### src/rtl/fxp_accum.sv
// fxp_accum: signed fixed-point running-sum accumulator (discrete integrator).
//
// Each accepted sample is added into a guard-bit-extended accumulator; the
// new sum is narrowed to BIT_WIDTH and presented on a registered output.
// The accumulator is never clamped to BIT_WIDTH, so the guard bits let an
// out-of-range partial sum come back into range later.
//
// Handshake: a transfer happens on a rising CLK edge when valid and ready
// are both high. in_ready is combinational: it is high when clear is low and
// the output register is empty or being drained this cycle. in_ready never
// depends on in_valid. out_valid stays high until out_ready is seen.
//
// Parameters:
//   BIT_WIDTH  - width of sample a and sum y (two's complement)
//   GUARD_BITS - extra MSBs inside the accumulator
//   SATURATE   - 1: clamp on overflow, 0: two's-complement wrap
// Ports:
//   CLK       - clock, rising edge
//   RST       - synchronous active-high reset
//   clear     - synchronous accumulator clear (blocks in_ready)
//   in_valid  - sample a is valid
//   in_ready  - sample accepted this cycle when in_valid is high
//   a         - signed input sample
//   out_valid - y holds an unconsumed sum
//   out_ready - downstream consumes y this cycle
//   y         - registered, narrowed running sum
//   ovf       - sticky overflow/saturation flag (cleared by RST or clear)
module fxp_accum #(
   parameter int BIT_WIDTH  = 16,
   parameter int GUARD_BITS = 4,
   parameter bit SATURATE   = 1'b1
) (
   input  logic                 CLK,
   input  logic                 RST,
   input  logic                 clear,
   input  logic                 in_valid,
   output logic                 in_ready,
   input  logic [BIT_WIDTH-1:0] a,
   output logic                 out_valid,
   input  logic                 out_ready,
   output logic [BIT_WIDTH-1:0] y,
   output logic                 ovf
);

   localparam int ACC_W = BIT_WIDTH + GUARD_BITS;

   localparam logic [ACC_W-1:0]     ACC_MAX = {1'b0, {(ACC_W-1){1'b1}}};
   localparam logic [ACC_W-1:0]     ACC_MIN = {1'b1, {(ACC_W-1){1'b0}}};
   localparam logic [BIT_WIDTH-1:0] Y_MAX   = {1'b0, {(BIT_WIDTH-1){1'b1}}};
   localparam logic [BIT_WIDTH-1:0] Y_MIN   = {1'b1, {(BIT_WIDTH-1){1'b0}}};

   logic [ACC_W-1:0]     r_acc;
   logic [BIT_WIDTH-1:0] r_y;
   logic                 r_out_valid;
   logic                 r_ovf;

   logic                 w_in_ready;
   logic                 w_acc_en;
   logic [ACC_W:0]       w_a_ext;
   logic [ACC_W:0]       w_sum;
   logic                 w_acc_ovf;
   logic [ACC_W-1:0]     w_acc_next;
   logic [GUARD_BITS:0]  w_upper;
   logic                 w_y_ovf;
   logic [BIT_WIDTH-1:0] w_y_next;

   assign w_in_ready = !clear && (!r_out_valid || out_ready);
   assign w_acc_en   = in_valid && w_in_ready;

   // One extra bit of headroom so the raw sum can never wrap.
   assign w_a_ext = {{(ACC_W + 1 - BIT_WIDTH){a[BIT_WIDTH-1]}}, a};
   assign w_sum   = {r_acc[ACC_W-1], r_acc} + w_a_ext;

   // The sum left the ACC_W signed range when its top two bits disagree;
   // the top bit then gives the true sign, i.e. the clamp direction.
   assign w_acc_ovf = w_sum[ACC_W] ^ w_sum[ACC_W-1];

   always_comb begin
      w_acc_next = w_sum[ACC_W-1:0];
      if (w_acc_ovf && SATURATE)
         w_acc_next = w_sum[ACC_W] ? ACC_MIN : ACC_MAX;
   end

   // The new accumulator fits in BIT_WIDTH only if every bit from the
   // narrow sign bit upward is a copy of the same value.
   assign w_upper = w_acc_next[ACC_W-1:BIT_WIDTH-1];
   assign w_y_ovf = !((&w_upper) || !(|w_upper));

   always_comb begin
      w_y_next = w_acc_next[BIT_WIDTH-1:0];
      if (w_y_ovf && SATURATE)
         w_y_next = w_acc_next[ACC_W-1] ? Y_MIN : Y_MAX;
   end

   always_ff @(posedge CLK) begin
      if (RST || clear) begin
         r_acc       <= '0;
         r_y         <= '0;
         r_out_valid <= 1'b0;
         r_ovf       <= 1'b0;
      end else if (w_acc_en) begin
         r_acc       <= w_acc_next;
         r_y         <= w_y_next;
         r_out_valid <= 1'b1;
         if (w_acc_ovf || w_y_ovf)
            r_ovf <= 1'b1;
      end else if (out_ready) begin
         r_out_valid <= 1'b0;
      end
   end

   assign in_ready  = w_in_ready;
   assign out_valid = r_out_valid;
   assign y         = r_y;
   assign ovf       = r_ovf;

endmodule

### config.mk
export PLATFORM = sky130hd
export DESIGN_NAME = fxp_accum
export DESIGN_NICKNAME = d
export VERILOG_FILES = /design/src/rtl/fxp_accum.sv
export SDC_FILE = /design/constraint.sdc
export NUM_CORES = 1
export LEC_CHECK = 0
export CAP_MARGIN = 20
export CORE_ASPECT_RATIO = 1.1
export CORE_MARGIN = 3
export CORE_UTILIZATION = 37
export CTS_CLUSTER_SIZE = 28
export DETAILED_ROUTE_END_ITERATION = 7
export GPL_TIMING_DRIVEN = 1
export PLACE_DENSITY = 0.6
export RECOVER_POWER = 100
export SYNTH_ARGS = -nofsm -noshare
export SYNTH_HDL_FRONTEND = slang
export SYNTH_SLANG_ARGS = --single-unit
### constraint.sdc
create_clock -name CLK -period 14.6 [get_ports CLK]
set_clock_uncertainty 0.05 [all_clocks]
set_input_delay 4.38 -clock CLK [delete_from_list [all_inputs] [get_ports CLK]]
set_output_delay 4.38 -clock CLK [all_outputs]
set_load 0.05 [all_outputs]
Word-level counts from Yosys, hierarchy flattened:

Index checks and enable logic that the tools add are counted.

* output and inout bits: 19
* bits of input ports: 21
* word-level logic and storage cells: 26
* register bits after elaboration: 38

* mux-type cells: 6
* reductions and logical operators: 14
* add/subtract/negate cells: 1
* bitwise gates (word level): 1

Operator list (count)
* 20-bit two-way mux: 2
* 16-bit two-way mux: 2
* 20-bit by 16-bit adder with 21-bit output: 1
* 5-bit AND reduction: 1
* 5-bit OR reduction: 1
* 1-bit zero test: 4
* 1-bit logical OR: 4
* 1-bit logical AND: 2
* 1-bit two-way mux: 2
* 2-bit AND reduction: 1
* 2-bit nonzero test: 1
* 1-bit XOR: 1

Longest topological paths before layout:

Gate-level depths: netlist (run 1).

* depth after elaboration: 9
* gate-level depth with buffers: 18
* gate-level depth less buffers: 16

Least setup slack after synthesis (run 1):

No wires, ideal clock.

* kind: input to output
* start: input out_ready
* end: output in_ready
* data required time: 10170 ps
* path slack: 5029 ps
* path buffers: 0
* arrival: 5141 ps
* cell stages on the path: 2
* path through: nor2b_1 -> nor2_1

* word-level cells in the longest chain between the ends: 2

Ends and longest elaborated chain
* from (decl): line 40 `input logic out_ready,`
* 1-bit logical OR: line 67 `assign w_in_ready = !clear && (!r_out_valid || out_ready);`
* 1-bit logical AND: line 67
* to (decl): line 37 `output logic in_ready,`

No other way between the ends.

Final worst setup path (run 1):

Ends and elaborated chain as after synthesis.

==> results of run 1 <==
layer usage:
layer	GRT usage (%)	routed length (um)	part of all wire [%]
met1	27.3	3560	52
met2	24.6	2890	42
met3	2.51	334	4.9
met4	3.96	72	1.1
met5	0	0	0
cell type report:
class / instances / share of cell area (%)
tap: 82 / 3.19
timing repair buffer: 41 / 12.7
sequential: 38 / 23.6
clock buffer: 5 / 2.14
multi-input combinational: 266 / 55.7
clock inverter: 3 / 2.14
inverter: 4 / 0.466
power by group through the flow:
stage | logic, mW | clock network [mW] | registers (mW)
global placement | 0.109 | 0 | 0.113
CTS | 0.111 | 0.113 | 0.110
floorplan | 0.0744 | 0 | 0.120
detailed placement | 0.110 | 0 | 0.113
finish | 0.105 | 0.111 | 0.110
global route | 0.117 | 0.117 | 0.111
how the worst min path moves through the flow:
stage | startpoint | to | slack (ns) | cells after the start
floorplan | r_acc[19]$_SDFFE_PP0P_ | r_acc[19]$_SDFFE_PP0P_ | 0.39 | 1
global placement | y[15]$_SDFFE_PP0P_ | y[15]$_SDFFE_PP0P_ | 0.40 | 1
detailed placement | y[15]$_SDFFE_PP0P_ | y[15]$_SDFFE_PP0P_ | 0.41 | 1
CTS | y[15]$_SDFFE_PP0P_ | y[15]$_SDFFE_PP0P_ | 0.43 | 1
global route | y[15]$_SDFFE_PP0P_ | y[15]$_SDFFE_PP0P_ | 0.45 | 1
finish | y[15]$_SDFFE_PP0P_ | y[15]$_SDFFE_PP0P_ | 0.41 | 1
cells by family (layout without fill, tap and decap cells):
| family | after synthesis | after routing | synth area share (%) |
|---|---|---|---|
| AOI/OAI and AO/OA | 134 | 134 | 33.8 |
| and+or+nand+nor | 88 | 88 | 16.0 |
| DFF | 38 | 38 | 28.4 |
| adders and majority gates | 23 | 23 | 11.0 |
| buffers and inverters | 23 | 53 | 3.55 |
| xor gates and xnor gates | 17 | 17 | 5.56 |
| muxes | 4 | 4 | 1.63 |
state kept, by name, indices dropped and copies added, names as in the netlist:
signal,flops
r_acc,20
y,16
out_valid,1
ovf,1
through the flow:
| step | util (%) | setup slack (ns) | cell area, um2 | hold WS [ns] |
|---|---|---|---|---|
| finish | 47.4 | 4.20 | 3220 | 0.414 |
| global route | 47.4 | 4.13 | 3220 | 0.454 |
| CTS | 47.9 | 4.25 | 3250 | 0.427 |
| floorplan | - | 5.03 | 2680 | 0.395 |
| detailed placement | 45.8 | 4.26 | 3110 | 0.408 |
| global placement | 45.7 | 4.29 | 3100 | 0.404 |
layout by cell type, fill, tap and decap left out, types with 3 or more instances in the layout:
cell / instances
nor2b_1: 5
nor3_1: 10
a211o_1: 5
dfxtp_1: 38
ha_1: 22
a21o_1: 16
nand3_1: 3
mux2_2: 3
o21a_1: 5
o22ai_1: 4
o211ai_1: 3
a211oi_1: 4
clkbuf_8: 5
clkdlybuf4s50_1: 19
dlygate4sd3_1: 20
nor2_1: 43
a31oi_1: 8
o21ai_0: 31
nand4_1: 3
a21oi_1: 37
inv_1: 4
nand2_1: 11
a31o_2: 3
xnor2_1: 11
xor2_1: 6
worst register-to-register path, delay by kind of cell (launching register included):
| family | cells | cell delay [ns] |
|---|---|---|
| AO/OA/AOI/OAI | 10 | 2.74 |
| adder cells (fa/ha/maj) | 2 | 0.98 |
| AND/OR/NAND/NOR | 2 | 0.56 |
| flip-flops | 1 | 0.38 |
| buffers and inverters | 1 | 0.34 |
| XOR/XNOR | 1 | 0.11 |
==> impl_metrics.ini, run 1 <==
[timing]
rsz0062_at_grt = no
period_minus_slack_ns = 10.40
fmax_mhz = 96.2
slew_headroom_pct = 16.4
setup_viol = 0
fin_crit_sh_pct = 71.2
hold_viol = 0
fin_setup_tns_ns = 0
tightest_slew_ns = 1.25
report.final.slew_viol_count = 0

[critical_path]
worstSetupStartpoint = out_ready
cpLargestDelayFamily = buffers and inverters
crit_chain = clkdlybuf4s50_1 > nor2b_1 > nor2_1 > dlygate4sd3_1
critical_path.endpoint_type = output pin
cp-endpoint = in_ready
max_stage_delay_ns = 0.91
critPathBufInv = 2
r2r-end = y[10]$_SDFFE_PP0P_
r2r_start = r_acc[1]$_SDFFE_PP0P_
required_ns = 10.17
crit_arrival_ns = 5.97
cp_slowest_cell = dlygate4sd3_1
path_class = input port to output pin
r2r_slack_ns = 9.30
start_kind = input port
worstPathMaxFanout = 3
path_depth = 4
r2r_cells = 16

[drt]
vias = 2436
ant_nets = 0
routed_wl_mm = 6.86
drc_errors = 0
wl_per_cell_um = 15.6
detailedRoute.firstPassIterationCount = 4
viasPerCell = 5.55
drt_first_iter_violations = 108

[power]
swShare_pct = 34.2
power_density_nw_per_um2 = 102
p_leak_nw = 1.44
p_clk_share_pct = 34.0
power_frac_comb_pct = 32.3
internal-power_mw = 0.215
switchingPower_mw = 0.112
power_mw = 0.327
pwr-share-seq_pct = 33.7
ir_worst_vdd_uv = 40.4

[clocking]
path_clk_slew_ns = 0.08
cts_tree = done
cts_setup_buffers = 0
cts_made_buffers = 5
cts_buffer_depth = 2
clk_latency_ns = 0.30
htreeDepth = 2
clock_sink_count = 38
hold_buffers = 0
cts-root-buf = clkbuf_8
postCtsResizedCells = 0

[placed_design]
gp_congestion = 0.820
dp_hpwl_mm = 4.97
portBuffers = 39
dp_cells = 431

[layout]
final_cell_count_no_fill = 439
multi_input_area_um2 = 1790
fin_nets = 400
drive_gt1_share_pct = 7.28
area_growth_pct = 20.2
fill_cells = 681
seq_area_um2 = 761
diodes = 0

[logic_synthesis]
ys_types = 49
synth_top_cell_area_share_pct = 28.4
ys.flop_type = dfxtp_1
synth_area_per_cell_um2 = 8.19
yosysSeqAreaShare_pct = 28.4
synth_area_um2 = 2680
yosys.area.top_type = dfxtp_1
async_flop_share_pct = 0
synthMostInstantiatedCell = nor2_1
synth-seq-cells = 38
syn_inst = 327
synth-edff-count = 0
synth_common_cells = nor2_1, dfxtp_1, a21oi_1
syn_nets = 371
yosys-top-cells-area = dfxtp_1, ha_1, a21oi_1
yosysWarnings = 0

[global_routing]
grt_pass1_vias = 2347
grt_pass1_wl_mm = 11.5
antenna_found_initial = 0
track_usage_pct = 17.3
grt_max_degree = 44
gr-total-overflow = 0

[floorplanning]
die_y_um = 95.2
coreArea_um2 = 6790
io-pin-count = 40
die_x_um = 87.1
die_area_um2 = 8300
start_util_pct = 39.5
rows = 31

[outcome]
status = finished clean

[min_path]
worstHoldPathType = flip-flop to flip-flop

[job]
max_cap_violations = 0
Power figures use the tool's default switching activity.
==> inputs of run 2 (changes only) <==
==> constraint.sdc (replaced) <==
create_clock -name CLK -period 10.4 [get_ports CLK]
set_clock_uncertainty 0.05 [all_clocks]
set_input_delay 3.12 -clock CLK [delete_from_list [all_inputs] [get_ports CLK]]
set_output_delay 3.12 -clock CLK [all_outputs]
set_load 0.05 [all_outputs]
==> run 2 against run 1 <==
Net effect: combinational power is 42% higher; core utilization did not move; critical path type is now input port to flip-flop; critical path depth rose by 13; clock power increased by 40%; final cell count is the same; non-clock buffer count did not move; critical endpoint is now y[6]$_SDFFE_PP0P_; routed wire length up 3.2%; global-route usage about the same.
==> impl_metrics.ini, run 2 (synthesis results as in run 1) <==
[clocking]
clk_latency_ns = 0.30
hold_buffers = 0
htreeDepth = 2
clock_sink_count = 38
cts_made_buffers = 5
cts-root-buf = clkbuf_8
path_clk_slew_ns = 0.08
cts_tree = done
postCtsResizedCells = 0
cts_setup_buffers = 0
cts_buffer_depth = 2

[timing]
setup_viol = 0
hold_viol = 0
hold_ws_ns = 0.422
period_minus_slack_ns = 8.21
rsz0062_at_grt = no
tightest_slew_ns = 1.28
report.final.slew_viol_count = 0
slew_headroom_pct = 14.8
fin_setup_tns_ns = 0
fmax_mhz = 122
fin_crit_sh_pct = 78.9

[layout]
fin_nets = 400
final_cell_count_no_fill = 439
area_growth_pct = 20.2
fill_cells = 693
layout.cells.most_common_list = nor2_1, dfxtp_1, a21oi_1, o21ai_0, ha_1
regMostFlops = r_acc
drive_gt1_share_pct = 7.28
layout_commonest_cell = nor2_1
diodes = 0
largest_register_ffs = 20

[outcome]
status = finished clean

[drt]
ant_nets = 0
detailedRoute.firstPassIterationCount = 4
viasPerCell = 5.63
vias = 2473
routed_wl_mm = 7.08
drc_errors = 0
wl_per_cell_um = 16.1
drt_first_iter_violations = 107

[placed_design]
portBuffers = 39
gp_congestion = 0.854
dp_cells = 430
dp_hpwl_mm = 5.18

[power]
internal-power_mw = 0.302
p_leak_nw = 1.44
power_mw = 0.459
p_clk_share_pct = 33.8
switchingPower_mw = 0.156
swShare_pct = 34.1
power_density_nw_per_um2 = 142
ir_worst_vdd_uv = 88.0
power_frac_comb_pct = 32.4
pwr-share-seq_pct = 33.8

[critical_path]
crit_arrival_ns = 8.32
start_kind = input port
required_ns = 10.52
path_class = input port to flip-flop
worstPathMaxFanout = 20
critical_path.endpoint_type = flip-flop

[global_routing]
track_usage_pct = 17.4
grt_pass1_vias = 2370
gr-total-overflow = 0
grt_pass1_wl_mm = 11.5
antenna_found_initial = 0
grt_max_degree = 44

[min_path]
worstHoldPathType = flip-flop to flip-flop

[floorplanning]
die_y_um = 95.2
rows = 31
die_x_um = 87.1
start_util_pct = 39.5
die_area_um2 = 8300
io-pin-count = 40
coreArea_um2 = 6790

[job]
max_cap_violations = 0
## run 2: per-stage QoR
stage / setup slack (ns) / util, % / area (um2)
2_1_floorplan: 3.35 / - / 2680
3_3_place_gp: 2.56 / 45.7 / 3100
3_5_place_dp: 2.45 / 45.7 / 3100
4_1_cts: 2.58 / 47.7 / 3240
5_1_grt: 1.68 / 47.4 / 3220
6_report: 2.19 / 47.4 / 3220
## run 2: area by class of cell
type | instances | area (um2) | share of cell area (%)
Multi-Input combinational cell | 266 | 1790 | 55.7
Inverter | 4 | 15.0 | 0.466
Tap cell | 82 | 103 | 3.19
Timing Repair Buffer | 41 | 409 | 12.7
Clock buffer | 5 | 68.8 | 2.14
Clock inverter | 3 | 68.8 | 2.14
Sequential cell | 38 | 761 | 23.6
## run 2: worst max-delay path: stages
cell	delay [ns]
dlygate4sd3_1	0.59
ha_1	0.33
a211o_1	0.28
a211oi_1	0.39
o21ai_0	0.16
a211o_1	0.34
a31o_2	0.28
a21o_1	0.17
a21oi_1	0.23
xnor2_1	0.10
ha_1	0.69
inv_1	0.32
nand2_1	0.12
o311ai_0	0.18
o41a_4	0.51
nor2_1	0.39
a21oi_1	0.12
## run 2: path summary, 6_finish.rpt
| path | slack (ns) | cells after the start | startpoint | endpoint |
|---|---|---|---|---|
| worst min register to register | 0.42 | 1 | y[15]$_SDFFE_PP0P_ | y[15]$_SDFFE_PP0P_ |
| worst min-delay path | 0.42 | 1 | y[15]$_SDFFE_PP0P_ | y[15]$_SDFFE_PP0P_ |
| worst max-delay path | 2.19 | 17 | a[1] | y[6]$_SDFFE_PP0P_ |
| worst max register to register | 5.27 | 16 | r_acc[1]$_SDFFE_PP0P_ | y[6]$_SDFFE_PP0P_ |
## run 2: layer usage
layer  routed length [um]  track usage (%)  up-vias  share of wire [%]
li1                     -                -     1269                  -
met1                 3640             25.9     1143                 52
met2                 3030             25.5       52                 43
met3                  294             2.77        9                4.2
met4                  109             5.37        0                1.5
met5                    0                0        -                  0
## run 2: power groups by stage
| stage | combinational, mW | clock (mW) | sequential [mW] |
|---|---|---|---|
| final | 0.149 | 0.155 | 0.155 |
| after global placement | 0.154 | 0 | 0.158 |
| after CTS | 0.155 | 0.159 | 0.155 |
| after detailed placement | 0.154 | 0 | 0.158 |
| after floorplan | 0.104 | 0 | 0.168 |
| after global routing | 0.165 | 0.163 | 0.156 |
==> inputs of run 3 (changes only) <==
==> constraint.sdc (replaced) <==
create_clock -name CLK -period 7.71 [get_ports CLK]
set_clock_uncertainty 0.05 [all_clocks]
set_input_delay 2.313 -clock CLK [delete_from_list [all_inputs] [get_ports CLK]]
set_output_delay 2.313 -clock CLK [all_outputs]
set_load 0.05 [all_outputs]
==> run 3 against run 2 <==
Net effect: die area stayed put; critical path type unchanged; sequential power is 35% higher; design area is 0.85% higher; largest power group is now combinational cells; critical endpoint is now y[13]$_SDFFE_PP0P_.
==> impl_metrics.ini, run 3 (synthesis results as in run 1) <==
[outcome]
status = finished clean

[layout]
largest_register_ffs = 20
area_growth_pct = 21.2
fin_nets = 401
drive_gt1_share_pct = 7.82
fill_cells = 682
layout_commonest_cell = nor2_1
utilization_pct = 47.8
layout.cells.most_common_list = nor2_1, dfxtp_1, a21oi_1, o21ai_0, ha_1
diodes = 0
regMostFlops = r_acc

[clocking]
path_clk_slew_ns = 0.08
htreeDepth = 2
cts_tree = done
cts_made_buffers = 5
postCtsResizedCells = 0
clk_latency_ns = 0.30
cts-root-buf = clkbuf_8
clock_sink_count = 38
cts_buffer_depth = 2
hold_buffers = 0
cts_setup_buffers = 0

[drt]
viasPerCell = 5.68
drc_errors = 0
wl_per_cell_um = 16.0
detailedRoute.firstPassIterationCount = 4
routed_wl_mm = 7.05
vias = 2498
drt_first_iter_violations = 145
ant_nets = 0

[power]
p_leak_nw = 1.45
power_mw = 0.629
ir_worst_vdd_uv = 120
power_density_nw_per_um2 = 194

[timing]
setup_slack_ns = 0.668
slew_headroom_pct = 13.3
tightest_slew_ns = 1.30
rsz0062_at_grt = no
fin_crit_sh_pct = 91.3
fin_setup_tns_ns = 0
setup_viol = 0
report.final.slew_viol_count = 0
fmax_mhz = 142
hold_viol = 0
period_minus_slack_ns = 7.04

[floorplanning]
die_x_um = 87.1
io-pin-count = 40
die_y_um = 95.2
rows = 31
start_util_pct = 39.5
die_area_um2 = 8300
coreArea_um2 = 6790

[critical_path]
required_ns = 7.78
cpLargestDelayFamily = compound AO/OA/AOI/OAI gates
max_stage_delay_ns = 0.69
crit_arrival_ns = 7.11
critPathBufInv = 2
crit_chain = clkdlybuf4s50_1 > ha_1 > a211o_1 > a211oi_1 > o21ai_0 > a211o_1 > a31o_2 > a21o_1 > a21oi_1 > xnor2_1 > ha_1 > inv_1 > nand2_1 > o311ai_1 > o41a_4 > nand3_1 > o311ai_0
r2r_start = r_acc[1]$_SDFFE_PP0P_
worstPathMaxFanout = 20
r2r_slack_ns = 2.84
critical_path.endpoint_type = flip-flop
path_class = input port to flip-flop
start_kind = input port
r2r-end = y[13]$_SDFFE_PP0P_
r2r_cells = 16
cp_slowest_cell = ha_1

[global_routing]
grt_max_degree = 44
antenna_found_initial = 0
grt_pass1_vias = 2463
grt_pass1_wl_mm = 12.1
gr-total-overflow = 0
track_usage_pct = 18.0

[placed_design]
portBuffers = 39
pre_cts_ws_ns = 0.527
gp_congestion = 0.850
dp_hpwl_mm = 5.10

[min_path]
min_to = y[15]$_SDFFE_PP0P_
worstHoldStart = y[15]$_SDFFE_PP0P_
worstHoldPathType = flip-flop to flip-flop
whs_path_depth = 1

[job]
max_cap_violations = 0
-- run 3: cell count changes in the layout (fill, tap and decap cells not counted) --
cell	delta
nor2_4	+1
clkdlybuf4s50_1	+1
nor2_1	-2
clkbuf_1	+1
nor2_8	+1
o311ai_1	+1
o311ai_0	-1
dlygate4sd3_1	-1
-- run 3: cell type report --
cell class	count	area (um2)	area share [%]
Sequential cell	38	761	23.4
Multi-Input combinational cell	266	1820	56.0
Clock inverter	3	68.8	2.12
Inverter	4	15.0	0.462
Timing Repair Buffer	42	413	12.7
Tap cell	82	103	3.16
Clock buffer	5	68.8	2.12
-- run 3: worst max path at each step --
stage,from,end,depth (start not counted)
4_1_cts,a[1],y[0]$_SDFFE_PP0P_,17
2_1_floorplan,a[1],y[4]$_SDFFE_PP0P_,16
3_5_place_dp,a[1],y[4]$_SDFFE_PP0P_,17
5_1_grt,a[1],y[13]$_SDFFE_PP0P_,17
6_report,a[1],y[13]$_SDFFE_PP0P_,17
3_3_place_gp,a[1],y[4]$_SDFFE_PP0P_,17
-- run 3: routing by layer --
layer / track usage (%) / vias to the layer above / part of all wire (%)
met1: 26.4 / 1157 / 50
met4: 4.35 / 0 / 0
met3: 2.68 / 0 / 5.4
met2: 27.5 / 70 / 44
met5: 0 / - / 0
li1: - / 1271 / -
-- run 3: report_power, final --
part           total, mW  switching [mW]  internal [mW]  leakage [nW]
registers          0.209         0.00437          0.204         0.309
clock network      0.209          0.0795          0.130        0.0683
logic              0.211           0.134         0.0766          1.07
total              0.629           0.218          0.411          1.45
-- run 3: metrics by stage --
step	cell area [um2]	hold slack, ns	std cells
floorplan	2680	0.395	327
global placement	3110	0.408	431
detailed placement	3120	0.411	432
CTS	3260	0.430	440
global route	3250	0.439	440
finish	3250	0.419	440
